==> config.mk <==
export PLATFORM = sky130hd
export DESIGN_NAME = uart_rx_sequencer_flat
export DESIGN_NICKNAME = d
export VERILOG_FILES = /design/src/rtl/uart_rx_sequencer_if.sv /design/src/rtl/uart_rx_sequencer.sv /design/src/flat_wrapper.sv
export SDC_FILE = /design/constraint.sdc
export NUM_CORES = 1
export LEC_CHECK = 0
export ABC_CLOCK_PERIOD_IN_PS = 3450
export BUFFER_PORTS_ARGS = -buffer_cell sky130_fd_sc_hd__buf_2
export CAP_MARGIN = 25
export CORE_MARGIN = 5
export CORE_UTILIZATION = 45
export DETAILED_ROUTE_END_ITERATION = 8
export GPL_ROUTABILITY_DRIVEN = 0
export MAX_ROUTING_LAYER = met4
export PLACE_DENSITY = 0.66
export SYNTH_ARGS = -nofsm -noshare
export SYNTH_HDL_FRONTEND = slang
export SYNTH_SLANG_ARGS = --single-unit
==> constraint.sdc <==
create_clock -name clock -period 3.45 [get_ports clock]
set_input_delay 0.69 -clock clock [delete_from_list [all_inputs] [get_ports clock]]
set_output_delay 0.69 -clock clock [all_outputs]
set_load 0.01 [all_outputs]
==> src/rtl/uart_rx_sequencer_if.sv <==
// Host-side receive handshake for uart_rx_sequencer: held byte, error flags, valid/ready and overrun pulse.
`timescale 1ns/1ps
interface uart_rx_sequencer_if;
    logic [7:0] rx_data;
    logic       rx_valid;
    logic       rx_ready;
    logic       parity_err;
    logic       frame_err;
    logic       overrun;

    modport master (
        output rx_data, rx_valid, parity_err, frame_err, overrun,
        input  rx_ready
    );

    modport slave (
        input  rx_data, rx_valid, parity_err, frame_err, overrun,
        output rx_ready
    );
endinterface

==> src/rtl/uart_rx_sequencer.sv <==
// UART Rx sequencer: oversampled frame capture, deframer handshake, parity/stop checks, host valid/ready.
// Optional break detection is enabled by defining UART_RX_BREAK_DETECT_EN.
`timescale 1ns/1ps
module uart_rx_sequencer #(
    parameter int OVERSAMPLE = 16,
    parameter int DF_TIMEOUT = 4
) (
    input  logic        clock,
    input  logic        reset_n,
    input  logic        baud_tick,
    input  logic        rx_serial,
    input  logic [1:0]  parity_type,
    output logic [10:0] data_parll,
    output logic        recieved_flag,
    input  logic        start_bit_i,
    input  logic        stop_bit_i,
    input  logic        parity_bit_i,
    input  logic [7:0]  raw_data_i,
    input  logic        done_flag_i,
    uart_rx_sequencer_if.master host,
`ifdef UART_RX_BREAK_DETECT_EN
    output logic        break_det,
`endif
    output logic        busy
);

    localparam int TICK_W = $clog2(OVERSAMPLE);
    localparam int DF_W   = $clog2(DF_TIMEOUT + 1);
    localparam logic [TICK_W-1:0] MID_TICK  = TICK_W'(OVERSAMPLE / 2 - 1);
    localparam logic [TICK_W-1:0] LAST_TICK = TICK_W'(OVERSAMPLE - 1);
    localparam logic [DF_W-1:0]   DF_LAST   = DF_W'(DF_TIMEOUT - 1);

    typedef enum logic [2:0] {
        S_IDLE,
        S_START,
        S_DATA,
        S_FRAME,
        S_CHECK
`ifdef UART_RX_BREAK_DETECT_EN
        , S_BREAK
`endif
    } state_t;

    state_t              state_reg;
    logic [1:0]          sync_reg;
    logic                rx_s;
    logic [TICK_W-1:0]   tick_cnt_reg;
    logic [3:0]          bit_cnt_reg;
    logic [DF_W-1:0]     df_cnt_reg;
    logic [10:0]         shift_reg;
    logic                pe_next;
    logic                fe_next;

    assign rx_s = sync_reg[1];
    assign busy = (state_reg != S_IDLE);

    // Error flags from the deframer fields, evaluated in the cycle done_flag_i is seen.
    assign fe_next = ~stop_bit_i | start_bit_i;
    always_comb begin
        pe_next = 1'b0;
        case (parity_type)
            2'b00:   pe_next = ~^{raw_data_i, parity_bit_i};
            2'b01:   pe_next = ^{raw_data_i, parity_bit_i};
            default: pe_next = 1'b0;
        endcase
    end

    always_ff @(posedge clock or negedge reset_n) begin
        if (!reset_n) begin
            sync_reg        <= 2'b11;
            state_reg       <= S_IDLE;
            tick_cnt_reg    <= '0;
            bit_cnt_reg     <= '0;
            df_cnt_reg      <= '0;
            shift_reg       <= '0;
            data_parll      <= '0;
            recieved_flag   <= 1'b0;
            host.rx_data    <= '0;
            host.rx_valid   <= 1'b0;
            host.parity_err <= 1'b0;
            host.frame_err  <= 1'b0;
            host.overrun    <= 1'b0;
`ifdef UART_RX_BREAK_DETECT_EN
            break_det       <= 1'b0;
`endif
        end else begin
            sync_reg      <= {sync_reg[0], rx_serial};
            recieved_flag <= 1'b0;
            host.overrun  <= 1'b0;
            if (host.rx_valid && host.rx_ready)
                host.rx_valid <= 1'b0;

            case (state_reg)
                S_IDLE: begin
                    if (baud_tick && !rx_s) begin
                        tick_cnt_reg <= '0;
                        state_reg    <= S_START;
                    end
                end
                S_START: begin
                    if (baud_tick) begin
                        if (tick_cnt_reg == MID_TICK) begin
                            if (!rx_s) begin
                                shift_reg    <= {1'b0, shift_reg[10:1]};
                                bit_cnt_reg  <= 4'd1;
                                tick_cnt_reg <= '0;
                                state_reg    <= S_DATA;
                            end else begin
                                state_reg <= S_IDLE;
                            end
                        end else begin
                            tick_cnt_reg <= tick_cnt_reg + 1'b1;
                        end
                    end
                end
                S_DATA: begin
                    if (baud_tick) begin
                        if (tick_cnt_reg == LAST_TICK) begin
                            tick_cnt_reg <= '0;
                            shift_reg    <= {rx_s, shift_reg[10:1]};
                            bit_cnt_reg  <= bit_cnt_reg + 4'd1;
                            // Eleventh sample completes the frame; publish it directly.
                            if (bit_cnt_reg == 4'd10) begin
                                data_parll    <= {rx_s, shift_reg[10:1]};
                                recieved_flag <= 1'b1;
                                state_reg     <= S_FRAME;
                            end
                        end else begin
                            tick_cnt_reg <= tick_cnt_reg + 1'b1;
                        end
                    end
                end
                S_FRAME: begin
                    df_cnt_reg <= '0;
`ifdef UART_RX_BREAK_DETECT_EN
                    if (data_parll == 11'h000) begin
                        break_det <= 1'b1;
                        state_reg <= S_BREAK;
                    end else begin
                        state_reg <= S_CHECK;
                    end
`else
                    state_reg <= S_CHECK;
`endif
                end
                S_CHECK: begin
                    if (done_flag_i) begin
                        if (!host.rx_valid || host.rx_ready) begin
                            host.rx_data    <= raw_data_i;
                            host.parity_err <= pe_next;
                            host.frame_err  <= fe_next;
                            host.rx_valid   <= 1'b1;
                        end else begin
                            host.overrun <= 1'b1;
                        end
                        state_reg <= S_IDLE;
                    end else if (df_cnt_reg == DF_LAST) begin
                        state_reg <= S_IDLE;
                    end else begin
                        df_cnt_reg <= df_cnt_reg + 1'b1;
                    end
                end
`ifdef UART_RX_BREAK_DETECT_EN
                S_BREAK: begin
                    if (baud_tick && rx_s) begin
                        break_det <= 1'b0;
                        state_reg <= S_IDLE;
                    end
                end
`endif
                default: state_reg <= S_IDLE;
            endcase
        end
    end

endmodule
==> src/flat_wrapper.sv <==
// flat-port wrapper written by rule: the top's interface ports become plain ports
module uart_rx_sequencer_flat 
#(
    parameter int OVERSAMPLE = 16,
    parameter int DF_TIMEOUT = 4
)
  (clock, reset_n, baud_tick, rx_serial, parity_type, data_parll, recieved_flag, start_bit_i, stop_bit_i, parity_bit_i, raw_data_i, done_flag_i, busy, host_rx_data, host_rx_valid, host_parity_err, host_frame_err, host_overrun, host_rx_ready);
  uart_rx_sequencer_if host_i ();
  input  logic clock;
  input  logic reset_n;
  input  logic baud_tick;
  input  logic rx_serial;
  input  logic [1:0] parity_type;
  output logic [10:0] data_parll;
  output logic recieved_flag;
  input  logic start_bit_i;
  input  logic stop_bit_i;
  input  logic parity_bit_i;
  input  logic [7:0] raw_data_i;
  input  logic done_flag_i;
  output logic busy;
  output wire logic [$bits(host_i.rx_data)-1:0] host_rx_data;
  output wire logic [$bits(host_i.rx_valid)-1:0] host_rx_valid;
  output wire logic [$bits(host_i.parity_err)-1:0] host_parity_err;
  output wire logic [$bits(host_i.frame_err)-1:0] host_frame_err;
  output wire logic [$bits(host_i.overrun)-1:0] host_overrun;
  input wire logic [$bits(host_i.rx_ready)-1:0] host_rx_ready;
  assign host_rx_data = host_i.rx_data;
  assign host_rx_valid = host_i.rx_valid;
  assign host_parity_err = host_i.parity_err;
  assign host_frame_err = host_i.frame_err;
  assign host_overrun = host_i.overrun;
  assign host_i.rx_ready = host_rx_ready;
  uart_rx_sequencer #(.OVERSAMPLE(OVERSAMPLE), .DF_TIMEOUT(DF_TIMEOUT)) u_core (.clock(clock), .reset_n(reset_n), .baud_tick(baud_tick), .rx_serial(rx_serial), .parity_type(parity_type), .data_parll(data_parll), .recieved_flag(recieved_flag), .start_bit_i(start_bit_i), .stop_bit_i(stop_bit_i), .parity_bit_i(parity_bit_i), .raw_data_i(raw_data_i), .done_flag_i(done_flag_i), .host(host_i), .busy(busy));
endmodule
==> metrics.csv, run 1 <==
metric,value,unit
status,finished clean,
ys async rst share,100,%
die area,6460,um^2
prevailing post-synth register cell,dfrtp_1,
hold_ws,0.358,ns
register area share after synthesis,56.3,%
Tmin final,2.19,ns
ANT nets after route,0,
power per cell area,594,nW/um^2
share of cells above drive strength 1,38.4,%
Post-synth EDFFs,0,
final net count,255,
CTS resizes,0,
top cell type's share of synthesized area,53.9,%
max reg flops,11,
relative slew slack,57.0,%
clock network fraction of design power,25.5,%
RSZ-0062 raised after global routing,false,
max_cap viols,0,
Final setup viols,0,
Gate Count Post-Synth,184,
number of global-route vias before repair,1423,
final core utilization,55.2,%
setup bufs post-CTS,0,
Reg-to-Reg End,u_core.data_parll[6]$_DFFE_PN0P_,
Max Transition Viols Final,0,
Synth area leader,dfrtp_1,
clk root buf,clkbuf_8,
most frequent cell after synthesis,dfrtp_1,
wire per inst,12.7,um
area grow syn2layout,17.7,%
GRT Total Usage,13.4,%
largest net degree at the start of global routing,31,
detailed-route DRC error count,0,
Seq cells post-synth,50,
Die X,80.4,um
switch share,30.1,%
CTS tree,yes,
drt total wl,3800,um
"Remaining Overflow, GRT",0,
Buffers on Ports,43,
Leak,0.00134,uW
Clock Latency Late Sink,0.30,ns
Avg Vias per Cell,4.96,
setup TNS,0,ns
area of the mapped netlist,2230,um^2
worst vdd ir,0.000271,V
internal power,1090,uW
clk sinks,50,
CP required,3.64,ns
diode count,0,
io pins,44,
number of antenna violations at the first check in global routing,0,
Syn Nets,208,
first-pass GRT wire length,6560,um
initial drt markers,30,
ranking of synthesized cells by area,"dfrtp_1 (54%), mux2_2 (14%), nand2_1 (3.4%)",
CTS Buf Count,5,
First-pass DRT Iterations,4,
Fmax,457,MHz
worst slew pin tran,0.644,ns
crit path to,u_core.data_parll[6]$_DFFE_PN0P_,
"setup slack, reg-to-reg",1.26,ns
r2r startpoint,u_core.state_reg[2]$_DFFE_PN0P_,
Clock Path Buffers,2,
hold crit path type,reg2reg,
power share of the sequential group,49.3,%
synth warn,0,
skew final,0.00568,ns
H-tree levels,2,
Comb pwr share,25.2,%
Die Ht,80.4,um
syn avg cell area,12.1,um^2
CP startpoint kind,flip-flop,
Post-CTS Hold Buffers,0,
Crit Path Category,reg2reg,
# rows,25,
Fillers,436,
Commonest cells post-synth,"dfrtp_1 (48), mux2_2 (28), nand2_1 (20)",
via count,1484,
net switching power,469,uW
HPWL Detailed,2880,um
Fin. Hold Viols,0,
crit share post-route,63.5,%
core area,4750,um^2
Worst Setup End Kind,flip-flop,
Worst Reg-to-Reg Cells,6,
Initial Util,46.9,%
"Reg clk slew, reported paths",0.08,ns
Setup crit start,u_core.state_reg[2]$_DFFE_PN0P_,
crit-path max FO,13,
synth unique cells,39,
Worst EP arrival,2.38,ns
hold depth,0,
per-stage QoR:
| step | total power, uW | setup WS [ns] | area, um^2 | std cells |
|---|---|---|---|---|
| finish | 1560 | 1.26 | 2620 | 299 |
| global route | 1670 | 1.08 | 2620 | 299 |
| CTS | 1580 | 1.26 | 2620 | 299 |
| detailed placement | 1180 | 1.14 | 2510 | 291 |
| global placement | 1170 | 1.17 | 2510 | 290 |
| floorplan | 1050 | 1.46 | 2230 | 184 |
cell usage in the layout (no fill, tap or decap), types with 2 or more instances in the layout:
cell type / instances
dfrtp_1: 48
buf_2: 43
mux2_2: 28
nand2_1: 20
o21ai_0: 10
xnor2_1: 8
nor2_1: 7
nand3_1: 6
nand2b_1: 5
ha_1: 5
clkbuf_8: 5
inv_1: 4
nor2b_1: 3
nor3_1: 3
a21oi_1: 3
buf_4: 3
mux2i_1: 2
o22ai_1: 2
o41ai_1: 2
o31ai_1: 2
a31oi_1: 2
dfstp_2: 2
cell type report:
class / count / area (um^2) / area share [%]
Sequential cell: 50 / 1250 / 47.8
Multi-Input combinational cell: 124 / 923 / 35.2
Timing Repair Buffer: 46 / 238 / 9.06
Tap cell: 67 / 83.8 / 3.20
Clock buffer: 6 / 72.6 / 2.77
Clock inverter: 2 / 37.5 / 1.43
Inverter: 4 / 15.0 / 0.572
worst min path at each step:
stage / startpoint / endpoint / slack [ns]
final: u_core.sync_reg[0]$_DFF_PN1_ / u_core.sync_reg[1]$_DFF_PN1_ / 0.36
after global routing: u_core.sync_reg[0]$_DFF_PN1_ / u_core.sync_reg[1]$_DFF_PN1_ / 0.36
after CTS: u_core.sync_reg[0]$_DFF_PN1_ / u_core.sync_reg[1]$_DFF_PN1_ / 0.36
after detailed placement: u_core.sync_reg[0]$_DFF_PN1_ / u_core.sync_reg[1]$_DFF_PN1_ / 0.35
after floorplan: u_core.sync_reg[0]$_DFF_PN1_ / u_core.sync_reg[1]$_DFF_PN1_ / 0.35
after global placement: u_core.sync_reg[0]$_DFF_PN1_ / u_core.sync_reg[1]$_DFF_PN1_ / 0.35
metal layers:
layer / wire length (um) / track usage [%] / vias up / part of all wire (%)
met5: 0 / - / - / 0
li1: - / - / 737 / -
met4: 48 / 4.05 / 0 / 1.3
met3: 235 / 4.04 / 7 / 6.2
met2: 1650 / 19.4 / 36 / 43
met1: 1870 / 18.1 / 704 / 49
kinds of logic after synthesis:
group           Yosys count  share of synthesized area (%)
mux                      30                           15.0
fa+ha+maj                 5                           2.81
buf+inv                  10                           2.30
xor+xnor                  9                           3.54
flops                    50                           56.3
compound gates           27                           7.97
simple gates             53                           12.1
power groups by stage:
stage	logic, uW	registers [uW]	clock network, uW
global placement	393	778	0
floorplan	281	773	0
global route	444	785	443
CTS	400	768	413
detailed placement	399	779	0
finish	392	768	398
critical path, stage by stage (launching register included):
cell and delay (ns):
dfrtp_1 0.52, nand2b_1 0.28, nor2_1 0.17, nand2_1 0.11, nor3_1 0.37, buf_4 0.27
mux2_2 0.35
Note: power is estimated with default switching activity, not from simulation.
==> inputs of run 2 (changes only) <==
--- a/config.mk
+++ b/config.mk
@@ -5,7 +5,7 @@
 export SDC_FILE = /design/constraint.sdc
 export NUM_CORES = 1
 export LEC_CHECK = 0
-export ABC_CLOCK_PERIOD_IN_PS = 3450
+export ABC_CLOCK_PERIOD_IN_PS = 2100
 export BUFFER_PORTS_ARGS = -buffer_cell sky130_fd_sc_hd__buf_2
 export CAP_MARGIN = 25
 export CORE_MARGIN = 5
==> constraint.sdc (replaced) <==
create_clock -name clock -period 2.1 [get_ports clock]
set_input_delay 0.42 -clock clock [delete_from_list [all_inputs] [get_ports clock]]
set_output_delay 0.42 -clock clock [all_outputs]
set_load 0.01 [all_outputs]
==> metrics.csv, run 2 (same netlist as run 1, synthesis figures left out) <==
metric,value,unit,change
max reg flops,11,,unchanged
crit share post-route,90.5,%,was 63.5%
setup TNS,0,ns,unchanged
Fin. Hold Viols,0,,unchanged
CP startpoint kind,flip-flop,,unchanged
clk sinks,50,,unchanged
drt total wl,3770,um,was 3800 um
Post-CTS Hold Buffers,0,,unchanged
most frequent cells in the layout,"dfrtp_1 (48), buf_2 (43), mux2_2 (28)",,unchanged
Die X,80.4,um,unchanged
setup bufs post-CTS,0,,unchanged
Comb pwr share,28.3,%,was 25.2%
final std cells w/o fill,304,,was 299
HPWL Detailed,2710,um,was 2880 um
share of cells above drive strength 1,39.7,%,was 38.4%
Buffers on Ports,43,,unchanged
Initial Util,46.9,%,unchanged
CTS Buf Count,5,,unchanged
Worst EP arrival,2.08,ns,was 2.38 ns
Crit Path Category,reg2reg,,unchanged
clock network fraction of design power,25.1,%,was 25.5%
worst vdd ir,0.000375,V,was 0.000271 V
max_cap viols,0,,unchanged
number of antenna violations at the first check in global routing,0,,unchanged
status,finished clean,,unchanged
relative slew slack,75.5,%,was 57.0%
Leak,0.00137,uW,was 0.00134 uW
placed cell count,296,,was 291
final net count,260,,was 255
hold crit path type,in2async,,was reg2reg
net switching power,784,uW,was 469 uW
First-pass DRT Iterations,4,,unchanged
io pins,44,,unchanged
core area,4750,um^2,unchanged
Clock Path Buffers,2,,unchanged
"Reg clk slew, reported paths",0.09,ns,was 0.08 ns
# rows,25,,unchanged
crit-path max FO,7,,was 13
Worst Setup End Kind,flip-flop,,unchanged
Max Transition Viols Final,0,,unchanged
ANT nets after route,0,,unchanged
die area,6460,um^2,unchanged
power per cell area,974,nW/um^2,was 594 nW/um^2
"Remaining Overflow, GRT",0,,unchanged
Tmin final,1.90,ns,was 2.19 ns
largest net degree at the start of global routing,51,,was 31
CTS resizes,0,,unchanged
CTS tree,yes,,unchanged
Avg Vias per Cell,4.91,,was 4.96
Clock Latency Late Sink,0.30,ns,about the same
internal power,1820,uW,was 1090 uW
Final setup viols,0,,unchanged
worst slew pin tran,0.367,ns,was 0.644 ns
wire per inst,12.4,um,was 12.7 um
skew final,0.00380,ns,was 0.00568 ns
CP required,2.28,ns,was 3.64 ns
"commonest non-fill, non-tap cell in the layout",dfrtp_1,,unchanged
Die Ht,80.4,um,unchanged
first-pass GRT wire length,6600,um,was 6560 um
Fillers,427,,was 436
diode count,0,,unchanged
power share of the sequential group,46.6,%,was 49.3%
clk root buf,clkbuf_8,,unchanged
GRT Total Usage,13.4,%,about the same
initial drt markers,49,,was 30
Fmax,526,MHz,was 457 MHz
via count,1493,,was 1484
switch share,30.1,%,about the same
RSZ-0062 raised after global routing,false,,unchanged
detailed-route DRC error count,0,,unchanged
number of global-route vias before repair,1492,,was 1423
H-tree levels,2,,unchanged
area grow syn2layout,20.0,%,was 17.7%
## run 2: cell types whose count changed in the layout (fill, tap and decap cells not counted)
cell,previous run,this run
buf_4,3,7
buf_12,0,1
## run 2: final timing paths
check / startpoint / to / slack [ns] / cells after the start
worst max-delay path: u_core.tick_cnt_reg[0]$_DFFE_PN0P_ / u_core.data_parll[10]$_DFFE_PN0P_ / 0.20 / 7
worst min-delay path: reset_n / u_core.host.rx_data[5]$_DFFE_PN0P_ / 0.09 / 2
worst max register to register: u_core.tick_cnt_reg[0]$_DFFE_PN0P_ / u_core.data_parll[10]$_DFFE_PN0P_ / 0.20 / 7
worst min register to register: u_core.sync_reg[0]$_DFF_PN1_ / u_core.sync_reg[1]$_DFF_PN1_ / 0.36 / 0
max in group asynchronous: reset_n / u_core.sync_reg[0]$_DFF_PN1_ / 1.73 / 2
min in group clock: rx_serial / u_core.sync_reg[0]$_DFF_PN1_ / 0.22 / 1
## run 2: final cells by class
class | instances | area (um^2) | share of cell area (%)
Clock buffer | 6 | 72.6 | 2.71
Tap cell | 67 | 83.8 | 3.14
Sequential cell | 50 | 1250 | 46.9
Timing Repair Buffer | 51 | 288 | 10.8
Multi-Input combinational cell | 124 | 923 | 34.5
Clock inverter | 2 | 37.5 | 1.40
Inverter | 4 | 15.0 | 0.562
## run 2: power groups by stage
stage | logic (uW) | registers (uW) | clock network [uW]
3_5_place_dp | 746 | 1240 | 0
6_report | 737 | 1210 | 654
4_1_cts | 748 | 1220 | 692
3_3_place_gp | 737 | 1230 | 0
5_1_grt | 824 | 1240 | 729
2_1_floorplan | 462 | 1270 | 0
## run 2: worst max-delay path: stages (launching register included)
cell and delay (ns):
dfrtp_1 0.39, ha_1 0.23, nand2_1 0.10, nor2_1 0.16, nand2_1 0.11, nor3_1 0.25
buf_4 0.21, mux2_2 0.33
## run 2: per-layer routing
metal  up-vias  wire, um  track usage [%]
met1       706      1840             16.8
met2        36      1660             21.2
met4         0        37             3.38
met5         -         0                -
met3         5       230             4.26
li1        746         -                -
## run 2: through the flow
step | hold slack (ns) | utilization [%] | total power, uW | setup slack [ns] | cell area, um^2
2_1_floorplan | 0.124 | - | 1730 | 0.230 | 2230
4_1_cts | 0.0979 | 56.2 | 2660 | 0.176 | 2670
3_5_place_dp | 0.348 | 53.9 | 1980 | 0.209 | 2560
6_report | 0.0941 | 56.2 | 2600 | 0.200 | 2670
3_3_place_gp | 0.346 | 53.9 | 1970 | 0.244 | 2560
5_1_grt | 0.109 | 56.2 | 2790 | 0.0181 | 2670
